===== src/rtl/grant_hold_mux_if.sv =====
// grant_hold_mux_if
//   Bundles the requester side, arbiter side and output channel of the
//   burst-hold mux into one interface.
//   slave  : view taken by grant_hold_mux itself.
//   master : view taken by whatever drives the requesters/arbiter/sink.
//   Signals:
//     req, last, in_data   per-requester valid, end-of-burst, data (lane i at [i*DW +: DW])
//     in_ready             per-requester ready back to the requesters
//     arb_req, arb_gnt     masked request vector out, one-hot grant back in
//     grant                registered one-hot ownership
//     out_valid/out_data/out_last/out_ready   single output channel
//     timeout              one-cycle pulse after a forced release
interface grant_hold_mux_if #(
    parameter int N  = 4,
    parameter int DW = 8
);
    logic [N-1:0]    req;
    logic [N-1:0]    last;
    logic [N*DW-1:0] in_data;
    logic [N-1:0]    in_ready;
    logic [N-1:0]    arb_req;
    logic [N-1:0]    arb_gnt;
    logic [N-1:0]    grant;
    logic            out_valid;
    logic [DW-1:0]   out_data;
    logic            out_last;
    logic            out_ready;
    logic            timeout;

    modport slave (
        input  req, last, in_data, arb_gnt, out_ready,
        output in_ready, arb_req, grant, out_valid, out_data, out_last, timeout
    );

    modport master (
        output req, last, in_data, arb_gnt, out_ready,
        input  in_ready, arb_req, grant, out_valid, out_data, out_last, timeout
    );
endinterface


===== src/rtl/grant_hold_mux.sv =====
// grant_hold_mux
//   Burst-hold stage behind a combinational fixed-priority arbiter. In IDLE
//   it forwards the raw request vector to the arbiter and captures the
//   returned grant; in OWN it masks the arbiter and steers the owner's beats
//   onto one valid/ready channel until the owner sends last, hits the
//   MAX_HOLD beat limit, or drops its request.
//   Ports:
//     clk    rising-edge clock
//     rst_n  asynchronous active-low reset
//     bus    grant_hold_mux_if.slave (requesters, arbiter, output channel)
module grant_hold_mux #(
    parameter int N        = 4,
    parameter int DW       = 8,
    parameter int MAX_HOLD = 16
) (
    input  logic              clk,
    input  logic              rst_n,
    grant_hold_mux_if.slave   bus
);
    localparam int CW = $clog2(MAX_HOLD + 1);
    localparam int IW = $clog2(N);

    localparam logic [0:0] IDLE = 1'b0;
    localparam logic [0:0] OWN  = 1'b1;

    localparam logic [CW-1:0] CNT_FORCE = CW'(MAX_HOLD - 1);

    logic [0:0]    state;
    logic [N-1:0]  grant_q;
    logic [CW-1:0] beat_cnt;
    logic          timeout_q;

    logic [N-1:0]  cand;
    logic [N-1:0]  cand_low;
    logic [IW-1:0] owner;
    logic          own;
    logic          owner_req;
    logic          owner_last;
    logic          force_rel;
    logic          xfer;

    // The arbiter may hand back a grant on a non-requesting line or several
    // bits at once; AND with req and keep only the lowest bit so ownership
    // stays one-hot.
    assign cand     = bus.arb_gnt & bus.req;
    assign cand_low = cand & (-cand);

    // Encode the one-hot ownership register into a lane index.
    // NOTE: every variable assigned in always_comb gets a default first so no
    // path leaves it unassigned and no latch is inferred.
    always_comb begin
        owner = '0;
        for (int i = 0; i < N; i++) begin
            if (grant_q[i]) owner = IW'(i);
        end
    end

    assign own        = (state == OWN);
    assign owner_req  = own & bus.req[owner];
    assign owner_last = bus.last[owner];
    assign force_rel  = (beat_cnt == CNT_FORCE);
    assign xfer       = owner_req & bus.out_ready;

    // Zero-latency mux: everything below is combinational from grant_q.
    assign bus.arb_req   = own ? '0 : bus.req;
    assign bus.grant     = grant_q;
    assign bus.out_valid = owner_req;
    assign bus.out_data  = own ? bus.in_data[owner*DW +: DW] : '0;
    assign bus.out_last  = own & (owner_last | force_rel);
    assign bus.in_ready  = (own & bus.out_ready) ? grant_q : '0;
    assign bus.timeout   = timeout_q;

    // NOTE: sequential state uses non-blocking assignments so every register
    // samples the pre-edge values of the others.
    always_ff @(posedge clk or negedge rst_n) begin
        if (!rst_n) begin
            state     <= IDLE;
            grant_q   <= '0;
            beat_cnt  <= '0;
            timeout_q <= 1'b0;
        end else begin
            timeout_q <= 1'b0;
            if (state == IDLE) begin
                if (|cand) begin
                    grant_q  <= cand_low;
                    beat_cnt <= '0;
                    state    <= OWN;
                end
            end else begin
                // Release on abandon, on a last beat, or on the beat limit.
                if (!owner_req || (xfer && (owner_last || force_rel))) begin
                    state     <= IDLE;
                    grant_q   <= '0;
                    beat_cnt  <= '0;
                    // Timeout only flags a limit hit that was not also a real last.
                    timeout_q <= xfer & force_rel & ~owner_last;
                end else if (xfer) begin
                    beat_cnt <= beat_cnt + CW'(1);
                end
            end
        end
    end
endmodule


===== src/flat_wrapper.sv =====
// flat-port wrapper written by rule: the top's interface ports become plain ports
module grant_hold_mux_flat 
#(
    parameter int N        = 4,
    parameter int DW       = 8,
    parameter int MAX_HOLD = 16
)
  (clk, rst_n, bus_req, bus_last, bus_in_data, bus_arb_gnt, bus_out_ready, bus_in_ready, bus_arb_req, bus_grant, bus_out_valid, bus_out_data, bus_out_last, bus_timeout);
  grant_hold_mux_if #(.N(N), .DW(DW)) bus_i ();
  input  logic clk;
  input  logic rst_n;
  input wire logic [$bits(bus_i.req)-1:0] bus_req;
  input wire logic [$bits(bus_i.last)-1:0] bus_last;
  input wire logic [$bits(bus_i.in_data)-1:0] bus_in_data;
  input wire logic [$bits(bus_i.arb_gnt)-1:0] bus_arb_gnt;
  input wire logic [$bits(bus_i.out_ready)-1:0] bus_out_ready;
  output wire logic [$bits(bus_i.in_ready)-1:0] bus_in_ready;
  output wire logic [$bits(bus_i.arb_req)-1:0] bus_arb_req;
  output wire logic [$bits(bus_i.grant)-1:0] bus_grant;
  output wire logic [$bits(bus_i.out_valid)-1:0] bus_out_valid;
  output wire logic [$bits(bus_i.out_data)-1:0] bus_out_data;
  output wire logic [$bits(bus_i.out_last)-1:0] bus_out_last;
  output wire logic [$bits(bus_i.timeout)-1:0] bus_timeout;
  assign bus_i.req = bus_req;
  assign bus_i.last = bus_last;
  assign bus_i.in_data = bus_in_data;
  assign bus_i.arb_gnt = bus_arb_gnt;
  assign bus_i.out_ready = bus_out_ready;
  assign bus_in_ready = bus_i.in_ready;
  assign bus_arb_req = bus_i.arb_req;
  assign bus_grant = bus_i.grant;
  assign bus_out_valid = bus_i.out_valid;
  assign bus_out_data = bus_i.out_data;
  assign bus_out_last = bus_i.out_last;
  assign bus_timeout = bus_i.timeout;
  grant_hold_mux #(.N(N), .DW(DW), .MAX_HOLD(MAX_HOLD)) u_core (.clk(clk), .rst_n(rst_n), .bus(bus_i));
endmodule

===== config.mk =====
export PLATFORM = sky130hd
export DESIGN_NAME = grant_hold_mux_flat
export DESIGN_NICKNAME = d
export VERILOG_FILES = /design/src/rtl/grant_hold_mux_if.sv /design/src/rtl/grant_hold_mux.sv /design/src/flat_wrapper.sv
export SDC_FILE = /design/constraint.sdc
export NUM_CORES = 1
export LEC_CHECK = 0
export CORE_ASPECT_RATIO = 0.5
export CORE_MARGIN = 2
export CORE_UTILIZATION = 39
export CTS_CLUSTER_SIZE = 16
export DETAILED_ROUTE_END_ITERATION = 8
export PLACE_DENSITY = 0.89
export SLEW_MARGIN = 5
export SYNTH_ARGS = -nofsm -noshare
export SYNTH_HDL_FRONTEND = slang
export SYNTH_SLANG_ARGS = --single-unit

===== constraint.sdc =====
create_clock -name clk -period 5.8 [get_ports clk]
set_input_delay 1.16 -clock clk [delete_from_list [all_inputs] [get_ports clk]]
set_output_delay 1.16 -clock clk [all_outputs]
set_load 0.02 [all_outputs]

==> flow_results.org, run 1 <==
** Min path
- Hold Path Stages :: 1
- Tightest Hold Check Type :: reg2reg
- For hold timing, the worst endpoint is u_core.beat_cnt[3].
- Worst Min Path Start :: u_core.beat_cnt[3]

** Floorplan
- Chip Width :: 77.7 microns
- Number of standard-cell rows in the floorplan :: 13
- Number of I/O pins :: 70
- The initial utilization of the core area, before any placement, comes to 40.9%.
- In this run the standard cell core region covers 0.00259 sq mm.
- Measured along the y axis, the die boundary spans 40.8 microns.
- The die covers 0.00317 sq mm.

** Logic synthesis
- Counting every net in the synthesized netlist gives 184.
- Measured against the total synthesized area, the mux share comes to 8.51%.
- The synthesized netlist occupies a cell area of 0.00106 sq mm.
- Post-synth EDFFs :: 0
- After synthesis, the largest family of logic cells by area is compound AO/OA/AOI/OAI gates.
- Of the post-synthesis cell area, the dominant cell type holds 26.0%.
- dfrtp_1 takes more of the synthesized area than any other cell.
- Share of the synthesized area in compound gates (AO/OA/AOI/OAI) :: 28.8%
- Summing the areas of all and, or, nand and nor instances in the mapped netlist gives 27.4% of the synthesized area.
- After technology mapping, the gate count stands at 135.
- Synth area leaders :: dfrtp_1 (26%), mux2i_1 (8.5%), o21ai_0 (6.1%)
- Syn. warnings :: 0
- XOR/XNOR Fraction of Synth Area :: 0%
- The average instance in the mapped netlist occupies 7.84 sq um.
- Sequential fraction of the synthesis area :: 26.0%
- Adder-cell area share of the yosys netlist :: 2.36%
- The number of different library cells used by synthesis comes to 34.
- In the synthesized netlist the dominant register cell turns out to be dfrtp_1.
- Proportion of register bits with asynchronous set or reset after synthesis :: 100%
- Count of state elements after synthesis :: 11

** Power and ir drop
- Gate power share :: 64.5%
- Static power due to leakage :: 0.703 nW
- For this design the ratio of total power to cell area is 359 mW/mm^2.
- Cell internal power was estimated by the tool at 0.353 mW.
- Worst ir drop on vdd :: 0.191 mV
- Reg power frac :: 23.5%
- Power dissipated by switching net loads :: 0.295 mW
- Fraction of power consumed by the clock network :: 12.1%
- Net switching is 45.5% of the power.

** Critical path
- STA classifies the critical path endpoint as a primary output.
- Most prevalent standard cell on the critical path :: clkdlybuf4s50_1
- Among cell families on the critical path, the largest total delay comes from buffers and inverters.
- R2r worst-path depth :: 8
- The largest single stage delay on the critical path is 0.61 ns.
- In this run the critical register-to-register path is launched from u_core.beat_cnt[0].
- Flop-to-flop setup slack :: 3.59 ns
- Reg2Reg Capture Point :: u_core.beat_cnt[2]
- Critical path's slowest cell :: clkdlybuf4s50_1
- The setup path with the least slack is of type in2out.
- Type of origin of the critical path :: input port
- STA puts the critical path data arrival time at 2.85 ns.
- Buf+Inv Stages, Crit Path :: 2
- Critical-path cell list :: clkdlybuf4s50_1, mux2i_1, o211ai_1, and2_1, clkdlybuf4s50_1
- Maximum fanout along the worst path :: 2
- For the worst setup path, the data required time is 4.64 ns.

** Clock tree
- CTS Buf Count :: 3
- The later pin in the worst-skew pair is clocked with a latency of 0.24 ns.
- The longest clock path from root to sink contains 2 buffers.
- Total number of clock tree sinks :: 11
- Clock tree from TritonCTS :: done
- Number of H-tree levels :: 1
- Clock-pin slew was measured on the worst setup and hold paths at 0.05 ns.
- Gates resized during post-CTS repair numbered 0.
- Buffers inserted to repair hold after CTS numbered 0.
- The number of setup buffers added after CTS is 0.
- Clk root buf :: clkbuf_8

** Final layout
- Final cell count without fillers :: 238
- Ratio of cells with drive above 1 in the final layout :: 6.47%
- Cells fill 69.7% of the core in the end.
- Synthesis-to-layout area growth :: 70.3%
- Final antenna diode count :: 0
- Count of nets after finishing :: 251

** Timing
- Derived from the worst setup path, the maximum achievable clock frequency is 250 MHz.
- In the final timing run, aggregate negative setup slack is 0 ns.
- Ratio of final minimum period to clock period :: 69.1%
- The number of hold violations in the final report is 0.
- The count of final max-slew check failures is 0.
- The worst pin sits at a relative slew slack of 49.9%.
- Unrepaired setup endpoints after global routing :: false
- For the pin with the worst max-slew slack, the measured transition is 0.752 ns.
- Time the final worst path needs with I/O delays and setup :: 4.01 ns
- Setup violation total in the final timing report :: 0
- Worst clock skew on the final layout :: 0.00258 ns

** Route
- Number of DRC violations after detailed-routing iteration 0 :: 37
- After detailed routing, the average wire length per cell comes to 13.5 microns.
- The routed design has 3210 microns of wire.
- In the detailed route, the total length drawn on met3 is 226 microns.
- Top routing layer in use :: met4
- For this block, wires on met1 add up to 1330 microns.
- Vias :: 1,199
- For this run, the detailed router's first-pass iteration total came to 5.
- DRC Markers :: 0
- The routed design uses 1600 microns of met2 wire.
- Post-route antenna net violation count :: 0
- After detailed routing, the number of vias per cell comes to 5.04.

** Global route
- Entering global routing, the biggest net connects 26 pins.
- For this run, the total global-route usage over all layers was measured as 19.8%.
- The via count of the first global-routing pass was 1,083.
- Global routing finished with a remaining overflow of 0.
- Initial antenna violation count :: 0
- Global-route wire length before repair :: 4770 microns

** Place
- Number of port buffers :: 69
- At the end of routability-driven placement, the weighted congestion stood at 0.828.
- Post-Place Cells :: 234
- The wire-length estimate of the detail-placed layout is 2570 microns.

** Run
- MaxCap Viol Count :: 0

** Status
- Outcome :: finished clean
[synth_stat cells, types with 4 or more instances]
| library cell | n |
|---|---|
| nand2_1 | 16 |
| o21ai_0 | 13 |
| dfrtp_1 | 11 |
| a21oi_1 | 10 |
| and2_1 | 10 |
| nor2_1 | 10 |
| inv_1 | 9 |
| mux2i_1 | 9 |
| and3_1 | 5 |
| nor2b_1 | 5 |
| clkbuf_1 | 4 |
| nand3_1 | 4 |
| o211ai_1 | 4 |
[layout by cell type, fill, tap and decap left out]
cell type         n
clkdlybuf4s50_1  69
nand2_1          16
o21ai_0          13
dfrtp_1          11
nor2_1           10
a21oi_1          10
and2_1           10
mux2i_1           9
inv_1             9
nor2b_1           5
and3_1            5
o211ai_1          4
nand3_1           4
clkbuf_8          3
a211oi_4          2
nand2b_1          2
o31ai_2           2
ha_1              2
or2_4             1
o311ai_4          1
nand3b_1          1
a222oi_1          1
or3_1             1
nor4_1            1
o31a_2            1
o21ai_2           1
a32oi_1           1
a22oi_1           1
o22ai_1           1
a21oi_2           1
nand4_1           1
o2bb2ai_1         1
clkinv_2          1
[final cells by class]
cell class                      instances  area [sq um]
Fill cell                             191           783
Clock buffer                            3          41.3
Sequential cell                        11           275
Inverter                                9          33.8
Timing Repair Buffer                   69           691
Tap cell                               37          46.3
Clock inverter                          1          5.00
Multi-Input combinational cell        108           711
[worst reg2reg max path, stage by stage (launching register included)]
cell and delay, ns:
dfrtp_1 0.41, ha_1 0.23, and3_1 0.19, ha_1 0.20, a21oi_1 0.14, o211ai_1 0.18
a211oi_4 0.45, a22oi_1 0.16, o22ai_1 0.18
[power groups by stage]
stage          clock [mW]  combinational, mW  sequential, mW
2_1_floorplan           0              0.278           0.122
3_3_place_gp            0              0.412           0.152
3_5_place_dp            0              0.419           0.154
4_1_cts            0.0795              0.421           0.152
5_1_grt            0.0838              0.452           0.158
6_report           0.0781              0.417           0.152
[state kept, by name, indices dropped and copies added, names as in the netlist]
signal,flops
u_core.own,1
u_core.bus.timeout,1
u_core.bus.grant,4
u_core.beat_cnt,5
[worst max-delay path by stage]
stage / start / endpoint / slack (ns) / depth (start not counted)
floorplan: bus_last[1] / bus_out_last / 2.85 / 3
global placement: bus_last[1] / bus_out_last / 1.83 / 5
detailed placement: bus_last[0] / bus_out_last / 1.81 / 5
CTS: bus_last[0] / bus_out_last / 1.80 / 5
global route: bus_last[1] / bus_out_last / 1.72 / 5
finish: bus_last[1] / bus_out_last / 1.79 / 5
[per-stage QoR]
step	power, mW	setup slack (ns)	cell area (sq um)	hold slack, ns
3_3_place_gp	0.564	1.83	1760	0.502
2_1_floorplan	0.400	2.85	1060	0.471
3_5_place_dp	0.572	1.81	1760	0.496
4_1_cts	0.652	1.80	1800	0.510
5_1_grt	0.694	1.72	1800	0.521
6_report	0.648	1.79	1800	0.512
[logic make-up after synthesis]
family | Yosys count
AO/OA/AOI/OAI | 40
adder cells (fa/ha/maj) | 2
buffers and inverters | 16
flip-flops | 11
multiplexers | 9
AND/OR/NAND/NOR | 57
[routing by layer]
metal / global-route usage (%) / vias to the layer above
li1: - / 607
met1: 22.3 / 539
met2: 38.8 / 44
met3: 4.63 / 9
met4: 8.48 / 0
met5: 0 / -
(Power assumes the default switching activity.)
==> run 2: changes to the inputs <==
Settings changed: CORE_UTILIZATION 39 to 32, PLACE_DENSITY 0.89 to 0.79.
Clock period 5.8 ns to 3.5 ns, I/O delays scaled along.
==> run 2 against run 1 <==
  * Final cell count grew 1.7%
  * Global-route usage shrank 1.7 points
  * Die area grew 20%
  * Critical path type unchanged
  * Clock power grew 72%
  * Design area grew 0.62%
  * Non-clock buffer count grew 1
  * Largest cell class unchanged
  * Via count grew 1.3%
==> flow_results.org, run 2 (synthesized netlist as in run 1, its figures left out) <==
** Status
- The run finished with clean final reports.

** Route
- The average wire per standard cell is 14.4 microns (+7.1%).
- The detail-routed via count per cell was 5.02 (-0.34%).
- The antenna violation net count after detailed routing is 0 (unchanged).
- The overall routed net length is 3490 microns (+8.9%).
- The number of iterations in the first detailed-routing pass came to 4 (-1).
- Number of DRC violations after detailed-routing iteration 0 :: 20 (-46%)
- Vias :: 1,215 (+1.3%)
- The remaining routing DRC violations came to 0 (unchanged).

** Timing
- Unrepaired setup endpoints after global routing :: false
- Total negative slack :: 0 ns (unchanged)
- Final setup margin :: 0.444 ns (-1.35 ns)
- The count of final max-slew check failures came to 0 (unchanged).
- Maximum operating frequency :: 327 MHz
- Final number of hold-violating endpoints :: 0 (unchanged)
- Max-slew headroom at the worst pin :: 53.9% (+4.0 points)
- Worst clock skew on the final layout :: 0.00144 ns (-0.00114 ns)
- Time the final worst path needs with I/O delays and setup :: 3.06 ns
- Ratio of final minimum period to clock period :: 87.3%
- Setup violation total in the final timing report :: 0 (unchanged)
- The transition time at the pin with the least slew margin came to 0.692 ns (-0.0598 ns).

** Critical path
- The critical path is of the in2out type.
- Capturing element type of the critical path :: primary output
- Flop-to-flop setup slack :: 1.26 ns (-2.33 ns)
- Type of origin of the critical path :: input port
- The arrival time of data at the critical path endpoint came to 2.36 ns (-0.49 ns).
- The critical-path maximum fanout is 5 (+3).
- The required time of the worst setup path was 2.80 ns (-1.84 ns).

** Clock tree
- The tree is rooted in a clkbuf_8.
- The total CTS buffers was 3 (unchanged).
- Worst-path clk slew :: 0.05 ns (about the same)
- Number of H-tree levels :: 1 (unchanged)
- The number of post-CTS setup repair buffers came to 0 (unchanged).
- Clock tree from TritonCTS :: done
- Clock Latency Late Sink :: 0.25 ns (about the same)
- Buffer levels on the longest clock path :: 2 (unchanged)
- The number of gates resized after CTS came to 0 (unchanged).
- Total number of clock tree sinks :: 11 (unchanged)
- The number of hold buffers added after cts came to 0 (unchanged).

** Run
- MaxCap Viol Count :: 0 (unchanged)

** Floorplan
- Number of standard-cell rows in the floorplan :: 14 (+1)
- Area of the core :: 0.00308 sq mm (+19%)
- The initial cell density of the core came to 34.3% (-6.6 points).
- The number of I/O pins is 70 (unchanged).
- The die boundary height is 44.7 microns (+9.4%).
- Chip Width :: 85.3 microns (+9.9%)
- The die outline area is 0.00381 sq mm (+20%).

** Min path
- The path class of the tightest hold or removal check is reg2reg.

** Global route
- met2 is the most crowded layer.
- Global-route wire length before repair :: 5380 microns (+13%)
- Via count of the first global-routing pass :: 1,130 (+4.3%)
- Overflow left after global routing :: 0 (unchanged)
- The met1 routing resource usage after global routing is 19.3% (-3.1 points).
- The fraction of met3 tracks used by global routing came to 4.29% (-0.33 points).
- Met2 track demand over resource in global routing :: 37.0% (-1.8 points)
- Total global-route track usage :: 18.2% (-1.7 points)
- Initial antenna violation count :: 0 (unchanged)
- Largest net degree at the start of global routing :: 22 (-15%)

** Place
- Number of port buffers :: 69 (unchanged)
- DP Worst Slack :: 0.444 ns (-1.36 ns)
- The global placement routability congestion is 0.761 (-8.1%).
- Post-Place Cells :: 238 (+1.7%)
- Placed cell areas :: 0.00177 sq mm (+0.64%)
- Post-detail-place hpwl :: 2800 microns (+8.8%)

** Power and ir drop
- Worst ir drop on vdd :: 0.299 mV (+56%)
- The reported leakage power was 0.709 nW (+0.76%).
- Power density over the cells :: 600 mW/mm^2 (+67%)

** Final layout
- Final cell count without fillers :: 242 (+1.7%)
- The total non-filler cell area in the finished layout is 0.00181 sq mm (+0.62%).
- Synthesis-to-layout area growth :: 71.4%
- Count of nets after finishing :: 252 (+0.40%)
- Most frequent standard cell in the layout excluding fill and tap cells :: clkdlybuf4s50_1
- Register containing the most flip-flops in the final layout :: u_core.beat_cnt
- Ratio of cells with drive above 1 in the final layout :: 6.93% (+0.46 points)
- Largest register FFs :: 5 (unchanged)
- Final antenna diode count :: 0 (unchanged)
- Most used cells in the layout excluding fill and tap cells :: clkdlybuf4s50_1 (69), nand2_1 (16), o21ai_0 (13)
run 2: changes by cell type in the layout (fill, tap and decap cells not counted):
cell   delta
buf_4     +1
run 2: area by class of cell:
cell class	instances	area (sq um)
fill	287	1270
multi-input combinational	108	711
timing repair buffer	70	698
sequential	11	275
tap	40	50.0
clock buffer	3	41.3
inverter	9	33.8
clock inverter	1	5.00
run 2: path summary, 6_finish.rpt:
kind | start | to | depth (start not counted)
min reg2reg | u_core.beat_cnt[3] | u_core.beat_cnt[3] | 1
min | u_core.beat_cnt[3] | u_core.beat_cnt[3] | 1
max | bus_req[0] | bus_out_valid | 5
max reg2reg | u_core.beat_cnt[0] | u_core.beat_cnt[0] | 8
max in group asynchronous | rst_n | u_core.bus.grant[2] | 1
min in group asynchronous | rst_n | u_core.beat_cnt[2] | 1
run 2: through the flow:
stage | utilization (%) | hold WS (ns) | power [mW]
4_1_cts | 58.8 | 0.520 | 1.10
3_3_place_gp | 57.3 | 0.493 | 0.943
6_report | 58.8 | 0.516 | 1.09
3_5_place_dp | 57.3 | 0.506 | 0.960
2_1_floorplan | - | 0.404 | 0.663
5_1_grt | 58.8 | 0.549 | 1.17
run 2: critical path, cell delays in order:
cell             delay [ns]
clkdlybuf4s50_1        0.47
nor2b_1                0.18
a211oi_4               0.36
nor2_1                 0.09
clkdlybuf4s50_1        0.55
run 2: metal layers:
layer,up-vias,wire length [microns]
met5,-,0
met4,0,29
met3,5,166
met2,34,1880
met1,566,1410
li1,610,-
run 2: power breakdown:
part | internal [mW] | switching [mW]
clock network | 0.0788 | 0.0548
logic | 0.357 | 0.357
registers | 0.153 | 0.0887
total | 0.589 | 0.500
==> run 3: changes to the inputs <==
Settings changed: CORE_UTILIZATION 32 to 33, CTS_BUF_LIST set to sky130_fd_sc_hd__clkbuf_4, PLACE_DENSITY 0.79 to 0.81.
==> run 3 against run 2 <==
  * Largest power group unchanged
  * Clock skew about the same
  * Global-route usage grew 0.85 points
  * Final cell count increased by 0.41%
  * Core utilization rose by 0.73 points
  * Sequential cell count unchanged
  * Hold slack improved by 0.0092 ns
  * First-iteration DRC count rose by 140%
  * Register-to-register slack gained 0.02 ns
  * Sequential power shrank 3%
==> flow_results.org, run 3 (synthesized netlist as in run 1, its figures left out) <==
** Critical path
- Capturing element type of the critical path :: primary output
- Critical path start-end classification :: reg2out
- The buffer and inverter count on the worst path came to 1 (-1).
- Biggest cell delay along the critical path :: 0.63 ns (+0.08 ns)
- Kind of cell adding the most delay to the critical path :: flip-flops
- Critical path's slowest cell :: dfrtp_1
- The critical-path maximum fanout came to 21 (+16).
- The arrival time of data at the critical path endpoint was 2.37 ns (about the same).
- Critical-path cell list :: or2_4, o211ai_1, and2_1, clkdlybuf4s50_1
- Type of origin of the critical path :: flop
- Flop-to-flop setup slack :: 1.28 ns (+0.02 ns)
- The required time of the worst setup path was 2.80 ns (about the same).

** Final layout
- The filler cell count in the final layout was 261 (-9.1%).
- Largest register FFs :: 5 (unchanged)
- The top cell types in the final layout, fill and taps aside, are clkdlybuf4s50_1 (69), nand2_1 (16), o21ai_0 (13).
- Most frequent standard cell in the layout excluding fill and tap cells :: clkdlybuf4s50_1
- Ratio of cells with drive above 1 in the final layout :: 7.39% (+0.46 points)
- The register with the most flip-flops in the final layout is u_core.beat_cnt.
- Synthesis-to-layout area growth :: 70.6%
- The fraction of the core area covered by cells at the end of the flow was 59.6% (+0.73 points).
- The number of diodes added for antenna fixing is 0 (unchanged).
- The number of nets in the final layout is 253 (+0.40%).

** Global route
- Largest net degree at the start of global routing :: 25 (+14%)
- The global-route wire length before repair came to 5580 microns (+3.7%).
- Total global-route track usage :: 19.0% (+0.85 points)
- The via count of the first global-routing pass was 1,176 (+4.1%).
- The initial antenna violation count is 0 (unchanged).
- Overflow left after global routing :: 0 (unchanged)

** Route
- DRC Markers :: 0 (unchanged)
- Detail-routed net length per standard cell :: 14.4 microns (+0.10%)
- Number of DRC violations after detailed-routing iteration 0 :: 48 (+140%)
- The number of iterations in the first detailed-routing pass was 4 (unchanged).
- The overall routed net length is 3510 microns (+0.52%).
- The number of vias after detailed routing came to 1,214 (-0.082%).
- The antenna violation net count after detailed routing was 0 (unchanged).
- The detail-routed via count per cell was 5.00 (-0.49%).

** Min path
- The min-delay analysis places its worst path in the category reg2reg.

** Floorplan
- Area of the core :: 0.00303 sq mm (-1.7%)
- The die boundary height is 44.1 microns (-1.4%).
- Number of standard-cell rows in the floorplan :: 14 (unchanged)
- Number of I/O pins :: 70 (unchanged)
- The initial cell density of the core was 34.9% (+0.60 points).
- The die outline area is 0.00370 sq mm (-2.8%).
- Chip Width :: 84.1 microns (-1.5%)

** Place
- The number of I/O port buffers came to 69 (unchanged).
- The detailed placement HPWL came to 2820 microns (+0.94%).
- DP Worst Slack :: 0.442 ns (-0.00191 ns)
- Final RePlAce weighted congestion :: 0.825 (+8.4%)

** Power and ir drop
- The maximum ir drop on the vdd rail is 0.314 mV (+5.3%).
- The overall power was 1.06 mW (-3.0%).
- The power per standard cell area was 585 mW/mm^2 (-2.6%).
- The reported leakage power was 0.707 nW (-0.26%).

** Clock tree
- TritonCTS built the clock tree.
- The H-tree depth came to 1 (unchanged).
- The number of post-CTS setup repair buffers was 0 (unchanged).
- The number of gates resized after CTS came to 0 (unchanged).
- Clk root buf :: clkbuf_4
- The maximum clock path buffer count is 2 (unchanged).
- CTS Buf Count :: 3 (unchanged)
- Clock Latency Late Sink :: 0.26 ns (about the same)
- Hold-fix buffers at CTS :: 0 (unchanged)
- Total number of clock tree sinks :: 11 (unchanged)
- The clock transition at the registers of the reported paths is 0.06 ns (about the same).

** Timing
- The headroom to the max-slew limit was 55.1% (+1.2 points).
- Final setup margin :: 0.427 ns (-0.0162 ns)
- The time the final worst path needs with I/O delays and setup is 3.07 ns (+0.0162 ns).
- The final clock period utilization by the worst path was 87.8% (+0.46 points).
- The transition time at the pin with the least slew margin was 0.674 ns (-0.0187 ns).
- Total negative slack :: 0 ns (unchanged)
- The final setup skew is 0.00159 ns (+0.000151 ns).
- Setup violation total in the final timing report :: 0 (unchanged)
- The count of final max-slew check failures came to 0 (unchanged).
- The worst hold margin was 0.525 ns (+0.00917 ns).
- Setup repair after global routing left no endpoint under its margin.
- The number of hold violations in the final report was 0 (unchanged).
- The fmax is 325 MHz (-0.53%).

** Run
- MaxCap Viol Count :: 0 (unchanged)

** Status
- Outcome :: finished clean
## run 3: cell types whose count changed in the layout (fill, tap and decap cells not counted)
cell	previous run	this run
clkbuf_4	0	4
clkbuf_8	3	0
buf_4	1	2
clkinv_2	1	0
## run 3: where the power goes
part / switching [mW] / total, mW / internal, mW
Combinational: 0.370 / 0.732 / 0.362
Sequential: 0.0819 / 0.235 / 0.153
Clock: 0.0377 / 0.0895 / 0.0518
Total: 0.490 / 1.06 / 0.566
## run 3: worst paths after layout
kind / startpoint / end / depth (start not counted)
min: u_core.beat_cnt[3] / u_core.beat_cnt[3] / 1
min reg2reg: u_core.beat_cnt[3] / u_core.beat_cnt[3] / 1
max reg2reg: u_core.beat_cnt[0] / u_core.beat_cnt[2] / 8
min in group asynchronous: rst_n / u_core.beat_cnt[2] / 1
max: u_core.bus.grant[2] / bus_out_last / 4
max in group asynchronous: rst_n / u_core.bus.grant[2] / 1
## run 3: metrics by stage
stage,instances,instance area [sq um]
floorplan,135,1060
detailed placement,239,1780
global placement,239,1780
finish,243,1810
global route,243,1810
CTS,243,1810
## run 3: final cells by class
cell class	count	area, sq um	area share (%)
clock buffer	4	30.0	1.66
timing repair buffer	71	706	39.1
sequential	11	275	15.2
tap	40	50.0	2.77
multi-input combinational	108	711	39.4
inverter	9	33.8	1.87
## run 3: layer usage
metal / part of all wire, % / wire [microns] / global-route usage, % / vias to the layer above
met5: 0 / 0 / 0 / -
met4: 1.3 / 46 / 2.90 / 0
met3: 4.5 / 159 / 3.36 / 4
met2: 52 / 1830 / 36.5 / 37
met1: 42 / 1480 / 23.4 / 558
li1: - / - / - / 615
